## src/rtl/barrel_shifter_seq.sv

```systemverilog
// ============================================================================
// barrel_shifter_seq : multi-cycle SLL/SRL/SRA/ROR unit, K log stages per clock
// Revision 1.0
// ============================================================================
`default_nettype none

module barrel_shifter_seq #(
  parameter int N = 5,
  parameter int K = 1
) (
  input  logic              clock,
  input  logic              reset,
  input  logic              in_valid,
  output logic              in_ready,
  input  logic [2**N-1:0]   A,
  input  logic [N-1:0]      shamt,
  input  logic [1:0]        op,
  output logic              out_valid,
  input  logic              out_ready,
  output logic [2**N-1:0]   Y
);

  localparam int W  = 2**N;
  localparam int C  = (N + K - 1) / K;
  localparam int SW = $clog2(C + 1);
  localparam logic [SW-1:0] LAST_STAGE = SW'(C - 1);

  typedef enum logic [1:0] {
    IDLE  = 2'd0,
    SHIFT = 2'd1,
    DONE  = 2'd2
  } state_t;

  state_t          state;
  logic [W-1:0]    work;
  logic [W-1:0]    work_nxt;
  logic [N-1:0]    amt;
  logic [1:0]      opr;
  logic [SW-1:0]   stage;

  // Log stage s belongs to group s/K; only the current group's stages act.
  always_comb begin
    work_nxt = work;
    for (int s = 0; s < N; s++) begin
      if (amt[s] && ((s / K) == int'(stage))) begin
        case (opr)
          2'b00:   work_nxt = work_nxt << (2**s);
          2'b01:   work_nxt = work_nxt >> (2**s);
          2'b10:   work_nxt = $unsigned($signed(work_nxt) >>> (2**s));
          default: work_nxt = (work_nxt >> (2**s)) | (work_nxt << (W - 2**s));
        endcase
      end
    end
  end

  always_ff @(posedge clock or posedge reset) begin
    if (reset) begin
      state     <= IDLE;
      work      <= '0;
      amt       <= '0;
      opr       <= '0;
      stage     <= '0;
      in_ready  <= 1'b1;
      out_valid <= 1'b0;
    end else begin
      case (state)
        IDLE: begin
          if (in_valid) begin
            work     <= A;
            amt      <= shamt;
            opr      <= op;
            stage    <= '0;
            state    <= SHIFT;
            in_ready <= 1'b0;
          end
        end
        SHIFT: begin
          work  <= work_nxt;
          stage <= stage + SW'(1);
          if (stage == LAST_STAGE) begin
            state     <= DONE;
            out_valid <= 1'b1;
          end
        end
        DONE: begin
          if (out_ready) begin
            state     <= IDLE;
            out_valid <= 1'b0;
            in_ready  <= 1'b1;
          end
        end
        default: begin
          state     <= IDLE;
          out_valid <= 1'b0;
          in_ready  <= 1'b1;
        end
      endcase
    end
  end

  assign Y = work;

endmodule

`default_nettype wire

```

## config.mk

```make
export PLATFORM = sky130hd
export DESIGN_NAME = barrel_shifter_seq
export DESIGN_NICKNAME = d
export VERILOG_FILES = /design/src/rtl/barrel_shifter_seq.sv
export SDC_FILE = /design/constraint.sdc
export NUM_CORES = 1
export LEC_CHECK = 0
export BUFFER_PORTS_ARGS = -buffer_cell sky130_fd_sc_hd__buf_2
export CELL_PAD_IN_SITES_DETAIL_PLACEMENT = 1
export CELL_PAD_IN_SITES_GLOBAL_PLACEMENT = 1
export CORE_AREA = 5 5 98 169
export DETAILED_ROUTE_END_ITERATION = 10
export DIE_AREA = 0 0 103 174
export HOLD_SLACK_MARGIN = 0.1
export PLACE_DENSITY_LB_ADDON = 0.05
export SYNTH_ARGS = -nofsm -noshare
export SYNTH_HDL_FRONTEND = slang
export SYNTH_SLANG_ARGS = --single-unit
```

## constraint.sdc

```tcl
create_clock -name clock -period 4.5 [get_ports clock]
set_clock_uncertainty 0.15 [all_clocks]
set_input_delay 0.225 -clock clock [delete_from_list [all_inputs] [get_ports clock]]
set_output_delay 0.225 -clock clock [all_outputs]
set_load 0.005 [all_outputs]
```

; ---- Word level (Yosys, flattened, before mapping)
; Cells that the tools add are included.
[word_totals]
latch_bits = 0
elab_cells = 65
rom_bits = 0
n_memories = 0
ramBits = 0
output_inout_bits = 34
register_bits = 46
[op_classes]
n_eq_ne = 12
n_addsub = 1
n_mux = 24
n_shift = 0
mul = 0
div = 0
order_cmp = 0
reduce_logical = 14
n_bitwise = 7
[op_table]
columns = cell, count
row1 = 32-bit case mux with 3 select lines, 5
row2 = 32-bit 2-to-1 mux, 6
row3 = 32-bit case mux with 2 select lines, 1
row4 = 16-bit by 32-bit bitwise OR with 32-bit output, 1
row5 = 24-bit by 32-bit bitwise OR with 32-bit output, 1
row6 = 28-bit by 32-bit bitwise OR with 32-bit output, 1
row7 = 30-bit by 32-bit bitwise OR with 32-bit output, 1
row8 = 31-bit by 32-bit bitwise OR with 32-bit output, 1
row9 = "3-bit == test, first input constant", 3
row10 = 3-bit AND reduction, 3
row11 = 2-bit 2-to-1 mux, 3
row12 = "2-bit inequality test, second input constant", 3
row13 = 1-bit case mux with 3 select lines, 2
row14 = 2-bit case mux with 3 select lines, 1
row15 = 3-bit case mux with 2 select lines, 1
row16 = 1-bit logical AND, 5
row17 = "2-bit by 1-bit == test with 1-bit output, second input constant", 2
row18 = "2-bit == test, second input constant", 2
row19 = 2-bit logical NOT, 2
row20 = 1-bit 2-to-1 mux, 4
row21 = 2-bit AND reduction, 2
row22 = "3-bit by 1-bit adder with 3-bit output, second input constant", 1
row23 = "2-bit by 3-bit == test with 1-bit output, first input constant", 1
row24 = "3-bit == test, second input constant", 1
row25 = other kinds (4), 5

; ---- Logic depth before layout (Yosys ltp)
[depth]
ltp_word = 16
ltp_mapped = 15
ltp_nobuf = 10

; ---- Worst setup path after synthesis
; OpenSTA, ideal clock, no wires.
[synth_path]
path_type = reg2reg
startpoint = register stage[0]
endpoint = register work[12] (netlist: Y[12])
setup_ns = 0.138
slack_ns = 1.768
n_path_buf = 3
path_stages_with_launch = 13
t_required_ns = 4.212
arrival_time_ns = 2.444
path_cell_list = dfrtp_1 > inv_1 > ha_1 > buf_6 > and3b_1 > buf_4 > buf_6 > mux4_2 > a22oi_1 > nand3_1 > a32o_1 > a221oi_1 > a21oi_1
[synth_via]
elab_chain_len = 16
elab_cells_between_ends = 24
classes_between = eq/ne (4) / mux (10) / bitwise (4) / reduce/logical (6)
[synth_lines]
columns = item, line_no
row1 = start: declaration, 39  ; logic [SW-1:0] stage;
row2 = start signal: assignment, 79  ; stage <= stage + SW'(1);
row3 = 3-bit logical NOT, 45  ; if (amt[s] && ((s / K) == int'(stage))) begin
row4 = 1-bit logical AND, 45
row5 = 32-bit 2-to-1 mux, 45
row6 = 30-bit by 32-bit bitwise OR with 32-bit output, 50  ; default: work_nxt = (work_nxt >> (2**s)) | (work_nxt << (W - 2**s));
row7 = 32-bit case mux with 3 select lines, 46  ; case (opr)
row8 = 32-bit 2-to-1 mux, 45
row9 = 28-bit by 32-bit bitwise OR with 32-bit output, 50
row10 = 32-bit case mux with 3 select lines, 46
row11 = 32-bit 2-to-1 mux, 45
row12 = 24-bit by 32-bit bitwise OR with 32-bit output, 50
row13 = 32-bit case mux with 3 select lines, 46
row14 = 32-bit 2-to-1 mux, 45
row15 = 16-bit by 32-bit bitwise OR with 32-bit output, 50
row16 = 32-bit case mux with 3 select lines, 46
row17 = 32-bit 2-to-1 mux *, 45
row18 = 32-bit case mux with 2 select lines *, 66  ; case (state)
row19 = end signal: assignment, 78  ; work <= work_nxt;
row20 = end: declaration, 35  ; logic [W-1:0] work;
; Every way passes the cells marked *; elsewhere a longest branch is shown, timed or not.
; A chain may end at the register's enable or synchronous reset.

; ---- Worst setup path after layout
[layout_path]
startpoint = register stage[0]
endpoint = register work[22] (netlist: Y[22])
; Same word-level chain as after synthesis.

==> impl_metrics.json <==
{
  "syn_nets": 1006,
  "syn2layout_area_growth_pct": 10.3,
  "grt_max_degree": 64,
  "slew_headroom_pct": 23.3,
  "synth_seq_cells": 46,
  "synth_warnings": 0,
  "flop2flop_setup_slack_ns": 0.27,
  "main_flop_type_after_synthesis": "dfrtp_1",
  "fin_hold_ws_ns": 0.110,
  "final_layout_size_suffix_gt1_share_pct": 16.8,
  "p_clk_share_pct": 5.7,
  "critical_path.reg2reg.endpoint": "Y[22]",
  "routed-via-count": 9035,
  "cts_buffers": 5,
  "sequential_element_share_of_the_synthesized_area_pct": 17.3,
  "cp_class": "flip-flop to flip-flop",
  "worstHoldStart": "A[15]",
  "viasPerCell": 7.65,
  "globalplace.congestion": 1.08,
  "max_freq_mhz": 236,
  "worst-endpoint-arrival_ns": 4.28,
  "setup-tns-final_ns": 0,
  "chipWidth_um": 103,
  "setup_viol_count_final": 0,
  "netlist_area_sq_mm": 0.00665,
  "switching_share_pct": 63.1,
  "clk_root_buffer_cell": "clkbuf_16",
  "synth.top_cell.area_share_pct": 16.9,
  "totalWireLength_um": 40500,
  "route.detailed.wl_per_inst_um": 34.3,
  "h_tree_level_count": 2,
  "dieArea_sq_mm": 0.0179,
  "postSynth.asyncResetShare_pct": 100,
  "floorplan.initialDensity_pct": 43.9,
  "worst-path-stages": 10,
  "tritoncts": "done",
  "cp_max_fo": 38,
  "timing.final.max_slew_violations": 0,
  "worstPathBufferInverterCount": 1,
  "worstSetupStartpoint": "stage[0]",
  "drc_errors": 0,
  "max_incr_delay_on_cp_ns": 0.80,
  "slowest_stage_cell_on_the_critical_path": "nor3_1",
  "layout.filler_cells": 2007,
  "worst_pin_slew_ns": 1.14,
  "netlist_instances": 958,
  "timing.rr.start": "stage[0]",
  "startpoint_type": "flip-flop",
  "worstSetupEndpointType": "flip-flop",
  "irDropWorstVdd_mv": 0.749,
  "synth.largest_area_cell": "dfrtp_1",
  "grt_pass1_vias": 9409,
  "global_route.overflow_total": 0,
  "cts.path.max_buffers": 2,
  "synth-edff-count": 0,
  "syn-mean-instance-area_sq_um": 6.94,
  "holdCritPathClass": "primary input to flip-flop",
  "portBuffers": 76,
  "num_antenna_cells": 0,
  "reg2reg_depth": 10,
  "core_region_area_sq_mm": 0.0152,
  "total_nets_final": 1042,
  "cp_delay_by_family_top": "simple AND/OR/NAND/NOR gates",
  "sequentialPowerShare_pct": 17.2,
  "route.antenna.remaining_nets": 0,
  "top_post_synthesis_cells_by_area": "dfrtp_1 17%, nand2_1 7.7%, o21ai_0 6.5%, a21oi_1 6.2%, nor2_1 4.5%",
  "grt_setup_unrepaired": "no",
  "cap_viol_max_count": 0,
  "rows": 60,
  "layout_worst_path_cycle_share_pct": 94.1,
  "initialDrtViolationCount": 954,
  "post-dp-hpwl_um": 29500,
  "clock_sink_count": 46,
  "antenna_found_initial": 2,
  "global_route_wire_length_before_repair_um": 60000,
  "run_status": "finished, final reports clean",
  "clkTransAtPathRegs_ns": 0.08,
  "number_of_hold_violations_in_the_final_report": 0,
  "period_needed_ns": 4.23,
  "pwr_density_cell_mw_per_mm2": 1010,
  "dr.pass1.iters": 5,
  "power_leakage_uw": 0.00284,
  "worstSetupEndpoint": "Y[22]",
  "design.portCount": 77,
  "p_int_uw": 2720,
  "worst-endpoint-required_ns": 4.55,
  "critical_path.cell_chain": "inv_1 -> ha_1 -> and3b_4 -> nor2_1 -> nor3_1 -> o311ai_0 -> nor3_1 -> nor2_1 -> a21o_1 -> a2111oi_2",
  "clkLatencyLatePin_ns": 0.31,
  "yosysUniqueCellTypes": 87,
  "globalRouteTotalUtil_pct": 44.9,
  "netSwitchingPower_uw": 4660,
  "p_comb_share_pct": 77.1,
  "floorplan.die.height_um": 174
}
==> layout make-up <==
cell class | count | area, sq um | area share, %
Sequential cell | 46 | 1150 | 15.7
Tap cell | 186 | 233 | 3.17
Clock buffer | 5 | 125 | 1.71
Multi-Input combinational cell | 810 | 4980 | 67.9
Clock inverter | 3 | 27.5 | 0.375
Inverter | 11 | 41.3 | 0.563
Timing Repair Buffer | 120 | 773 | 10.5
==> worst register-to-register path, cell delays in order, from the launching register on <==
cell       delay, ns
dfrtp_1         0.43
inv_1           0.10
ha_1            0.41
and3b_4         0.60
nor2_1          0.15
nor3_1          0.80
o311ai_0        0.53
nor3_1          0.38
nor2_1          0.08
a21o_1          0.21
a2111oi_2       0.29
==> cell families (layout without fill, tap and decap cells) <==
logic type                 count (synthesis)  count (layout)  synth area share [%]
muxes                                     20              20                  4.36
AOI/OAI and AO/OA                        394             394                  40.6
adders and majority gates                  5               5                 0.941
and+or+nand+nor                          391             391                  28.7
buffers and inverters                    102             139                  8.05
DFF                                       46              46                  17.3
==> registers in the layout, indices dropped and copies added, names as in the netlist <==
signal,cells
state,2
amt,5
Y,32
out_valid,1
in_ready,1
stage,3
opr,2
==> what timing repair did <==
item,in CTS,in global routing
endpoints found under the hold margin,35,0
gates resized for setup,0,1
hold buffers,10,0
endpoints found under the setup margin,0,1
buffers inserted,0,0
==> power groups by stage <==
stage               combinational (uW)  sequential [uW]  clock, uW
floorplan                         3750              856          0
global placement                  5270             1180          0
detailed placement                5420             1200          0
CTS                               5460             1190        414
global route                      5980             1240        433
finish                            5690             1270        420
==> worst min-delay path by stage <==
stage,to,slack [ns],cells past startpoint
floorplan,state[1],0.16,1
global placement,amt[2],0.27,3
detailed placement,opr[0],0.28,3
CTS,Y[15],0.11,5
global route,Y[3],0.13,3
finish,Y[15],0.11,5
==> cells in the mapped netlist, types with 12 or more instances <==
| master | instances |
|---|---|
| a211oi_1 | 29 |
| a21oi_1 | 83 |
| a31oi_1 | 21 |
| buf_2 | 38 |
| clkbuf_1 | 30 |
| dfrtp_1 | 45 |
| nand2_1 | 136 |
| nand3_1 | 39 |
| nor2_1 | 80 |
| nor3_1 | 45 |
| nor3b_1 | 12 |
| o211ai_1 | 21 |
| o21a_1 | 19 |
| o21ai_0 | 86 |
| o31ai_1 | 13 |
==> per-layer routing <==
layer,wire [um],track usage [%],vias to the layer above
met5,29,0,-
met4,4100,34.3,4
met3,4540,11.6,244
met2,18300,68.1,677
met1,13600,52.6,4401
li1,-,-,3709
==> cells in the final DEF (no fill, tap or decap), types with 6 or more instances in the layout <==
| cell type | Yosys | routed |
|---|---|---|
| a211o_1 | 8 | 8 |
| a211oi_1 | 29 | 29 |
| a21o_1 | 7 | 7 |
| a21oi_1 | 83 | 83 |
| a22oi_1 | 7 | 7 |
| a31oi_1 | 21 | 21 |
| and2_1 | 8 | 8 |
| and3_1 | 11 | 11 |
| buf_2 | 38 | 76 |
| buf_4 | 5 | 31 |
| dfrtp_1 | 45 | 43 |
| dlygate4sd3_1 | 0 | 10 |
| inv_1 | 11 | 10 |
| mux2i_1 | 11 | 11 |
| mux4_2 | 7 | 7 |
| nand2_1 | 136 | 136 |
| nand2b_1 | 10 | 10 |
| nand3_1 | 39 | 39 |
| nand3b_1 | 6 | 6 |
| nand4_1 | 7 | 7 |
| nor2_1 | 80 | 80 |
| nor3_1 | 45 | 45 |
| nor3b_1 | 12 | 11 |
| o211ai_1 | 21 | 21 |
| o21a_1 | 19 | 19 |
| o21ai_0 | 86 | 86 |
| o21ai_1 | 9 | 9 |
| o221ai_1 | 8 | 8 |
| o22ai_1 | 8 | 8 |
| o31ai_1 | 13 | 13 |
| o32ai_1 | 6 | 6 |
==> metrics by stage <==
stage | utilization (%) | setup WS [ns] | total power, uW | instance area [sq um] | instances
2_1_floorplan | - | 1.77 | 4610 | 6650 | 958
3_3_place_gp | 46.7 | 0.844 | 6450 | 7080 | 1163
3_5_place_dp | 46.7 | 0.602 | 6620 | 7080 | 1163
4_1_cts | 48.4 | 0.586 | 7060 | 7330 | 1181
5_1_grt | 48.4 | 0.198 | 7650 | 7340 | 1181
6_report | 48.4 | 0.265 | 7390 | 7340 | 1181
Note: power is estimated with default switching activity, not from simulation.
